[src/rtl/seq_detect_pkg.sv]
// -----------------------------------------------------------------------------
// seq_detect_pkg
// Shared constants and helpers for the parametrised serial sequence detector.
//   SEQ_DEF_PATTERN / SEQ_DEF_LEN / SEQ_DEF_OVERLAP : config values out of reset
//                                                   (legacy 1101 detector)
//   seq_len_w()                                     : width needed for a length
//                                                   field covering 0..max_len
// -----------------------------------------------------------------------------
package seq_detect_pkg;

  localparam logic [31:0]  SEQ_DEF_PATTERN = 32'b1101;
  localparam int unsigned  SEQ_DEF_LEN     = 4;
  localparam logic         SEQ_DEF_OVERLAP = 1'b1;

  // Bits needed to hold the values 0..max_len inclusive.
  function automatic int unsigned seq_len_w(input int unsigned max_len);
    return 32'($clog2(max_len + 32'd1));
  endfunction

endpackage : seq_detect_pkg

[src/rtl/seq_match_cnt.sv]
// -----------------------------------------------------------------------------
// seq_match_cnt
// Saturating up-counter with enable; counts detector matches.
// Ports:
//   clk  in   system clock, rising edge
//   rst  in   synchronous active-low reset (clears count)
//   en   in   increment request for this cycle
//   cnt  out  registered count, sticks at all-ones
// -----------------------------------------------------------------------------
module seq_match_cnt #(
  parameter int unsigned W = 8
) (
  input  logic         clk,
  input  logic         rst,
  input  logic         en,
  output logic [W-1:0] cnt
);

  // Count up on enable, holding once the maximum value is reached.
  always_ff @(posedge clk) begin
    if (!rst) begin
      cnt <= '0;
    end else if (en && (cnt != {W{1'b1}})) begin
      cnt <= cnt + W'(1);
    end
  end

endmodule : seq_match_cnt

[src/rtl/seq_detect_param.sv]
// -----------------------------------------------------------------------------
// seq_detect_param
// Serial sequence detector with a runtime-programmable pattern and length,
// overlapping or non-overlapping detection, and an optional saturating match
// counter (present only when SEQ_DETECT_COUNT_EN is defined; otherwise
// match_cnt is tied to 0).
// Ports:
//   clk          in   system clock, rising edge
//   rst          in   synchronous active-low reset (priority over all else)
//   i            in   serial data bit
//   in_valid     in   qualifies i; low holds all state
//   cfg_load     in   strobe: latch cfg_* and clear history (same-cycle bit dropped)
//   cfg_pattern  in   pattern, right-aligned; bit [len-1] is the first bit expected
//   cfg_len      in   pattern length; clamped to MAX_LEN, 0 disables detection
//   cfg_overlap  in   1 = overlapping, 0 = non-overlapping detection
//   o            out  registered one-cycle match strobe
//   match_cnt    out  saturating match count (0 when counter is compiled out)
// Controller state is implicit in fill: IDLE (fill==0), FILLING (0<fill<len_q),
// ARMED (fill>=len_q).
// -----------------------------------------------------------------------------
module seq_detect_param
  import seq_detect_pkg::*;
#(
  parameter int unsigned MAX_LEN = 8,
  parameter int unsigned CNT_W   = 8,
  parameter int unsigned LEN_W   = seq_len_w(MAX_LEN)
) (
  input  logic               clk,
  input  logic               rst,
  input  logic               i,
  input  logic               in_valid,
  input  logic               cfg_load,
  input  logic [MAX_LEN-1:0] cfg_pattern,
  input  logic [LEN_W-1:0]   cfg_len,
  input  logic               cfg_overlap,
  output logic               o,
  output logic [CNT_W-1:0]   match_cnt
);

  // Reset length, kept legal for very small MAX_LEN builds.
  localparam int unsigned DEF_LEN = (SEQ_DEF_LEN > MAX_LEN) ? MAX_LEN : SEQ_DEF_LEN;

  // Shadow configuration.
  logic [MAX_LEN-1:0] pat_q;
  logic [LEN_W-1:0]   len_q;
  logic               ovl_q;

  // Datapath.
  logic [MAX_LEN-1:0] hist;
  logic [LEN_W-1:0]   fill;

  logic [MAX_LEN-1:0] hist_shift_c;
  logic [LEN_W:0]     fill_inc_c;
  logic [MAX_LEN-1:0] cmp_mask_c;
  logic [LEN_W-1:0]   len_clamp_c;
  logic               match_c;

  // Mask selecting the low len bits of a MAX_LEN-wide word.
  function automatic logic [MAX_LEN-1:0] len_mask(input logic [LEN_W-1:0] len);
    logic [MAX_LEN-1:0] m;
    m = '0;
    for (int unsigned k = 0; k < MAX_LEN; k++) begin
      if (k < 32'(len)) m[k] = 1'b1;
    end
    return m;
  endfunction

  // Next history, fill+1 (one bit wider so MAX_LEN+1 never wraps), and match.
  always_comb begin
    hist_shift_c = {hist[MAX_LEN-2:0], i};
    fill_inc_c   = {1'b0, fill} + (LEN_W+1)'(1);
    cmp_mask_c   = len_mask(len_q);
    match_c      = 1'b0;
    if (in_valid && !cfg_load && (len_q != '0) &&
        (fill_inc_c >= {1'b0, len_q}) &&
        (((hist_shift_c ^ pat_q) & cmp_mask_c) == '0)) begin
      match_c = 1'b1;
    end
  end

  // Oversized lengths are clamped at load time.
  always_comb begin
    len_clamp_c = cfg_len;
    if (cfg_len > LEN_W'(MAX_LEN)) len_clamp_c = LEN_W'(MAX_LEN);
  end

  // Config shadow, history, fill and the match strobe.
  always_ff @(posedge clk) begin
    if (!rst) begin
      pat_q <= MAX_LEN'(SEQ_DEF_PATTERN);
      len_q <= LEN_W'(DEF_LEN);
      ovl_q <= SEQ_DEF_OVERLAP;
      hist  <= '0;
      fill  <= '0;
      o     <= 1'b0;
    end else begin
      o <= 1'b0;
      if (cfg_load) begin
        pat_q <= cfg_pattern;
        len_q <= len_clamp_c;
        ovl_q <= cfg_overlap;
        hist  <= '0;
        fill  <= '0;
      end else if (in_valid) begin
        hist <= hist_shift_c;
        o    <= match_c;
        // Non-overlap restarts the fill count so the next match needs len new bits.
        if (match_c && !ovl_q) begin
          fill <= '0;
        end else if (fill != LEN_W'(MAX_LEN)) begin
          fill <= fill_inc_c[LEN_W-1:0];
        end
      end
    end
  end

`ifdef SEQ_DETECT_COUNT_EN
  // Counter enable is the same combinational match that sets o, so both update together.
  seq_match_cnt #(
    .W(CNT_W)
  ) u_match_cnt (
    .clk(clk),
    .rst(rst),
    .en (match_c),
    .cnt(match_cnt)
  );
`else
  assign match_cnt = '0;
`endif

endmodule : seq_detect_param
[config.mk]
export PLATFORM = sky130hd
export DESIGN_NAME = seq_detect_param
export DESIGN_NICKNAME = d
export VERILOG_FILES = /design/src/rtl/seq_detect_pkg.sv /design/src/rtl/seq_match_cnt.sv /design/src/rtl/seq_detect_param.sv
export SDC_FILE = /design/constraint.sdc
export NUM_CORES = 1
export LEC_CHECK = 0
export ABC_AREA = 1
export BUFFER_PORTS_ARGS = -buffer_cell sky130_fd_sc_hd__buf_2
export CORE_UTILIZATION = 40
export CTS_BUF_LIST = sky130_fd_sc_hd__clkbuf_4
export DETAILED_ROUTE_END_ITERATION = 8
export PLACE_DENSITY = 0.64
export SYNTH_ARGS = -nofsm -noshare
export SYNTH_HDL_FRONTEND = slang
export SYNTH_SLANG_ARGS = --single-unit
export TNS_END_PERCENT = 50
[constraint.sdc]
create_clock -name clk -period 2.6 [get_ports clk]
set_input_delay 0.26 -clock clk [delete_from_list [all_inputs] [get_ports clk]]
set_output_delay 0.26 -clock clk [all_outputs]
set_load 0.05 [all_outputs]
* After elaboration in Yosys (flattened, before gate mapping)
Index checks and enable logic that the tools add are counted.
** Word-level totals
- Register bits :: 25
- Input port bits :: 18
** Operators by class
- $add $sub $neg :: 1
- Magnitude comparators :: 10
- Equal/unequal tests :: 1
- Mux-type cells :: 12
- Bitwise logic cells :: 4
- Reductions and logical operators :: 13
** Operators by type and width (number)
- $lt A3 B4 Y1 const A :: 4
- $mux W4 :: 3
- $mux W1 :: 9
- $and A8 B8 Y8 :: 1
- $logic_not A8 Y1 :: 1
- $lt A1 B4 Y1 const A :: 2
- $lt A2 B4 Y1 const A :: 2
- $xor A8 B8 Y8 :: 1
- $add A4 B1 Y5 const B :: 1
- $ge A5 B4 Y1 :: 1
- $logic_and A1 B1 Y1 :: 5
- $gt A4 B4 Y1 const B :: 1
- $ne A4 B4 Y1 const B :: 1
- $reduce_bool A4 Y1 :: 1
- $reduce_or A3 Y1 :: 1
- $logic_not A1 Y1 :: 2
- $not A1 Y1 :: 2
- $reduce_and A2 Y1 :: 1
- $reduce_bool A2 Y1 :: 1
- $reduce_or A2 Y1 :: 1

* Depth between registers and ports, before layout
- Depth after elaboration :: 9
- Mapped depth :: 13
- Mapped depth without buffers :: 13

* Least setup slack after synthesis
OpenSTA, ideal clock, no wires.
- Path type :: register -> register
- Start :: register fill[0]
- End :: register fill[1]
- Library setup time :: 0.113 ns
- Arrival :: 1.666 ns
- Data required time :: 2.487 ns
- Path slack :: 0.821 ns
- Cell stages (with the launch flop) :: 12
- Cells stage by stage :: dfxtp_1 > inv_1 > ha_1 > ha_1 > nand2_1 > nand2_1 > a21oi_1 > nor2_4 > nand3_4 > nand2_4 > a21oi_2 > nor2_2
** Between the ends
- Word-level cells in the longest chain between the ends :: 8
- Elaborated cells between the ends (all ways) :: 11
** RTL lines
- from (decl) :: RTL line seq_detect_param.sv:50 : logic [LEN_W-1:0] fill;
- from (signal assigned) :: RTL line seq_detect_param.sv:111 : fill <= fill_inc_c[LEN_W-1:0];
- $add A4 B1 Y5 :: RTL line seq_detect_param.sv:71 : fill_inc_c = {1'b0, fill} + (LEN_W+1)'(1);
- $ge A5 B4 Y1 :: RTL line seq_detect_param.sv:75 : (fill_inc_c >= {1'b0, len_q}) &&
- $logic_and A1 B1 Y1 :: RTL line seq_detect_param.sv:74 : if (in_valid && !cfg_load && (len_q != '0) &&
- $logic_and A1 B1 Y1 :: RTL line seq_detect_param.sv:75
- $mux W1 :: RTL line seq_detect_param.sv:74
- $logic_and A1 B1 Y1 :: RTL line seq_detect_param.sv:108 : if (match_c && !ovl_q) begin
- $reduce_bool A2 Y1 (no line)
- $reduce_and A2 Y1 (no line)
Several ways; a longest one is shown, not always the timed one. The select of a mux whose other input is x is not followed.
A chain may end at the register's enable or synchronous reset.

* Worst setup path after layout
- Start :: register fill[2]
- End :: register fill[1]
The elaborated chain is that of the path after synthesis.

==> flow_summary.ini <==
[critical_path]
r2r_cells = 11
crit_slowest_cell = dfxtp_1
start_kind = register
r2r_start = fill[2]
cp_slowest_stage_delay_ns = 0.43
critPathKind = register to register
r2r_slack_ns = 0.65
critical_path.endpoint_type = register
cp.arrival_ns = 2.18
cpMostUsedCell = a21oi_1
cp.required_ns = 2.83
path_cells = nand3_1, xor2_1, ha_1, a21oi_1, nand2_1, a21oi_1, nor2_4, nand3_4, nand2_4, a21oi_2, nor2_2
regToRegEndpoint = fill[1]
crit_path_max_fanout = 5

[synth]
synth_warnings = 0
synth.area.mux_share = 0
synth.area.top_cells = dfxtp_1, nand2_1, a21oi_1
synth-adder-area-share = 0.0544
synthCells = 198
synth_area_um2 = 1380
synth_xor_area_frac = 0.0254
yosysTopAreaCellShare = 0.363
yosysSeqAreaShare = 0.363
ys_types = 26
synth-simple-area-share = 0.258
synth_seq_cells = 25
synth_compound_area_frac = 0.155
synth_top_family_by_area = simple AND/OR/NAND/NOR gates
yosysTopAreaCell = dfxtp_1
avgSynthCellArea_um2 = 6.97

[timing]
worst_slack_ns = 0.652
fin_hold_ws_ns = 0.134
finalHoldViolCount = 0
report.final.slew_viol_count = 0
max_freq_ghz = 0.513
min_period_over_period = 0.749
fin_crit_ns = 1.95
finalSetupViolations = 0
fin_skew_ns = 0.00629
rsz0062_at_grt = no
final.setup.tns_ns = 0

[cells_and_area]
stdcell_count = 259
final_cell_mix = nand2_1, dfxtp_1, inv_1
drive_above_1_share = 0.186
layout.nets = 240
syn2layout_area_growth_pct = 8.98
final_util = 0.477
antennaDiodeCount = 0
final_common_cell = nand2_1

[detailed_routing]
wl_per_cell_um = 10.5
wl_um = 2710
via_per_inst = 4.54
drc = 0
firstDrtPassIters = 4
vias = 1175
drt-initial-drc-count = 39
ant_nets = 0

[status]
status = complete, no violations

[global_route]
grtUsageMet3 = 0.0405
grt_usage = 0.165
grt_max_degree = 16
grt_pass1_vias = 1020
grt_pass1_wl_um = 4550
antenna_found_initial = 0
grtUsageMet1 = 0.217
use_met2 = 0.279
grt_busiest_layer = met2
grt_overflow_total = 0

[placement]
placed_cells = 255
port_buffers = 18
post-place-ws_ns = 0.658
place_congestion = 0.839
dp_hpwl_um = 2050

[die]
core_area_um2 = 3150
pin_count = 27
fp.dieArea_um2 = 3690
dieWidth_um = 60.7
row_count = 20
dieHeight_um = 60.7
start_util = 0.438

[clock_tree]
cts_buffers = 3
clockBufferDepth = 2
cts_tree = done
clock-root-buffer = clkbuf_4
insertion_delay_ns = 0.32
cts_hold_buf = 0
cts_num_sinks = 25
cts_setup_buffers = 0
ctsResizeCount = 0
cts-htree-levels = 1
clkSlewWorstSetupHoldPaths_ns = 0.14

[pwr]
power.density_nw_per_um2 = 491
max-vdd-ir-drop_uv = 328
p_leak_nw = 0.735

[run]
drv_cap = 0

[worst_hold_path]
hold_start = cfg_pattern[0]
holdPathEnd = pat_q[0]
hold_depth = 3
hold_class = input port to register
-- synth_stat cells --
| master | count |
|---|---|
| nand2_1 | 49 |
| nor2_4 | 1 |
| o211ai_1 | 1 |
| inv_2 | 8 |
| xor2_1 | 4 |
| nand4_1 | 1 |
| nor2_2 | 4 |
| buf_2 | 3 |
| nand3_4 | 1 |
| a21oi_1 | 18 |
| nand2_2 | 1 |
| conb_1 | 1 |
| buf_4 | 8 |
| clkbuf_1 | 2 |
| inv_1 | 22 |
| a21oi_2 | 1 |
| nor2_1 | 9 |
| nand2_4 | 1 |
| nor4_1 | 1 |
| ha_1 | 6 |
| a32o_1 | 1 |
| o21ai_1 | 10 |
| nand3_1 | 11 |
| o21ai_0 | 8 |
| dfxtp_1 | 25 |
| a211oi_1 | 1 |
-- worst max path at each step --
stage | slack (ns) | cells past startpoint | endpoint | start
final | 0.65 | 11 | fill[1] | fill[2]
after global routing | 0.38 | 12 | fill[0] | fill[0]
after CTS | 0.63 | 11 | fill[1] | fill[0]
after detailed placement | 0.66 | 12 | fill[3] | fill[0]
after global placement | 0.67 | 11 | fill[1] | fill[0]
after floorplan | 0.82 | 11 | fill[1] | fill[0]
-- registers in the layout (all words and copies together) (netlist names) --
register / cells
fill: 4
hist: 7
len_q: 4
o: 1
ovl_q: 1
pat_q: 8
-- stage by stage --
step / total power [mW] / cell area [µm²]
4_1_cts: 0.748 / 1500
5_1_grt: 0.786 / 1500
2_1_floorplan: 0.545 / 1410
3_3_place_gp: 0.570 / 1480
3_5_place_dp: 0.572 / 1480
6_report: 0.738 / 1500
-- kinds of logic after synthesis --
| family | after synthesis |
|---|---|
| AO/OA/AOI/OAI | 40 |
| XOR/XNOR | 4 |
| adder cells (fa/ha/maj) | 6 |
| buffers and inverters | 43 |
| flip-flops | 25 |
| other | 1 |
| AND/OR/NAND/NOR | 79 |
-- area by class of cell --
class,count,area [µm²]
clock buffers,3,22.5
clock inverters,1,5.00
fillers,366,1650
inverters,30,113
multi-input cells,137,711
flip-flops and latches,25,500
well taps,44,55.1
repair buffers,19,97.6
-- worst max-delay path: cells and delay by family, from the launching register on --
family | cells | cell delay, ns
adders and majority gates | 1 | 0.29
AOI/OAI and AO/OA | 3 | 0.47
DFF | 1 | 0.43
and+or+nand+nor | 6 | 0.46
xor gates and xnor gates | 1 | 0.22
-- power breakdown --
part | internal (mW) | total [mW] | switching (mW)
clock network | 0.0576 | 0.176 | 0.118
registers | 0.402 | 0.415 | 0.0126
logic | 0.0470 | 0.148 | 0.101
-- per-layer routing --
layer / part of all wire / wire length, µm / vias to the layer above
met3: 0.034 / 92 / 2
met1: 0.49 / 1340 / 508
met5: 0 / 0 / -
met4: 0.0077 / 21 / 0
li1: - / - / 649
met2: 0.46 / 1260 / 16
(Power assumes the default switching activity.)
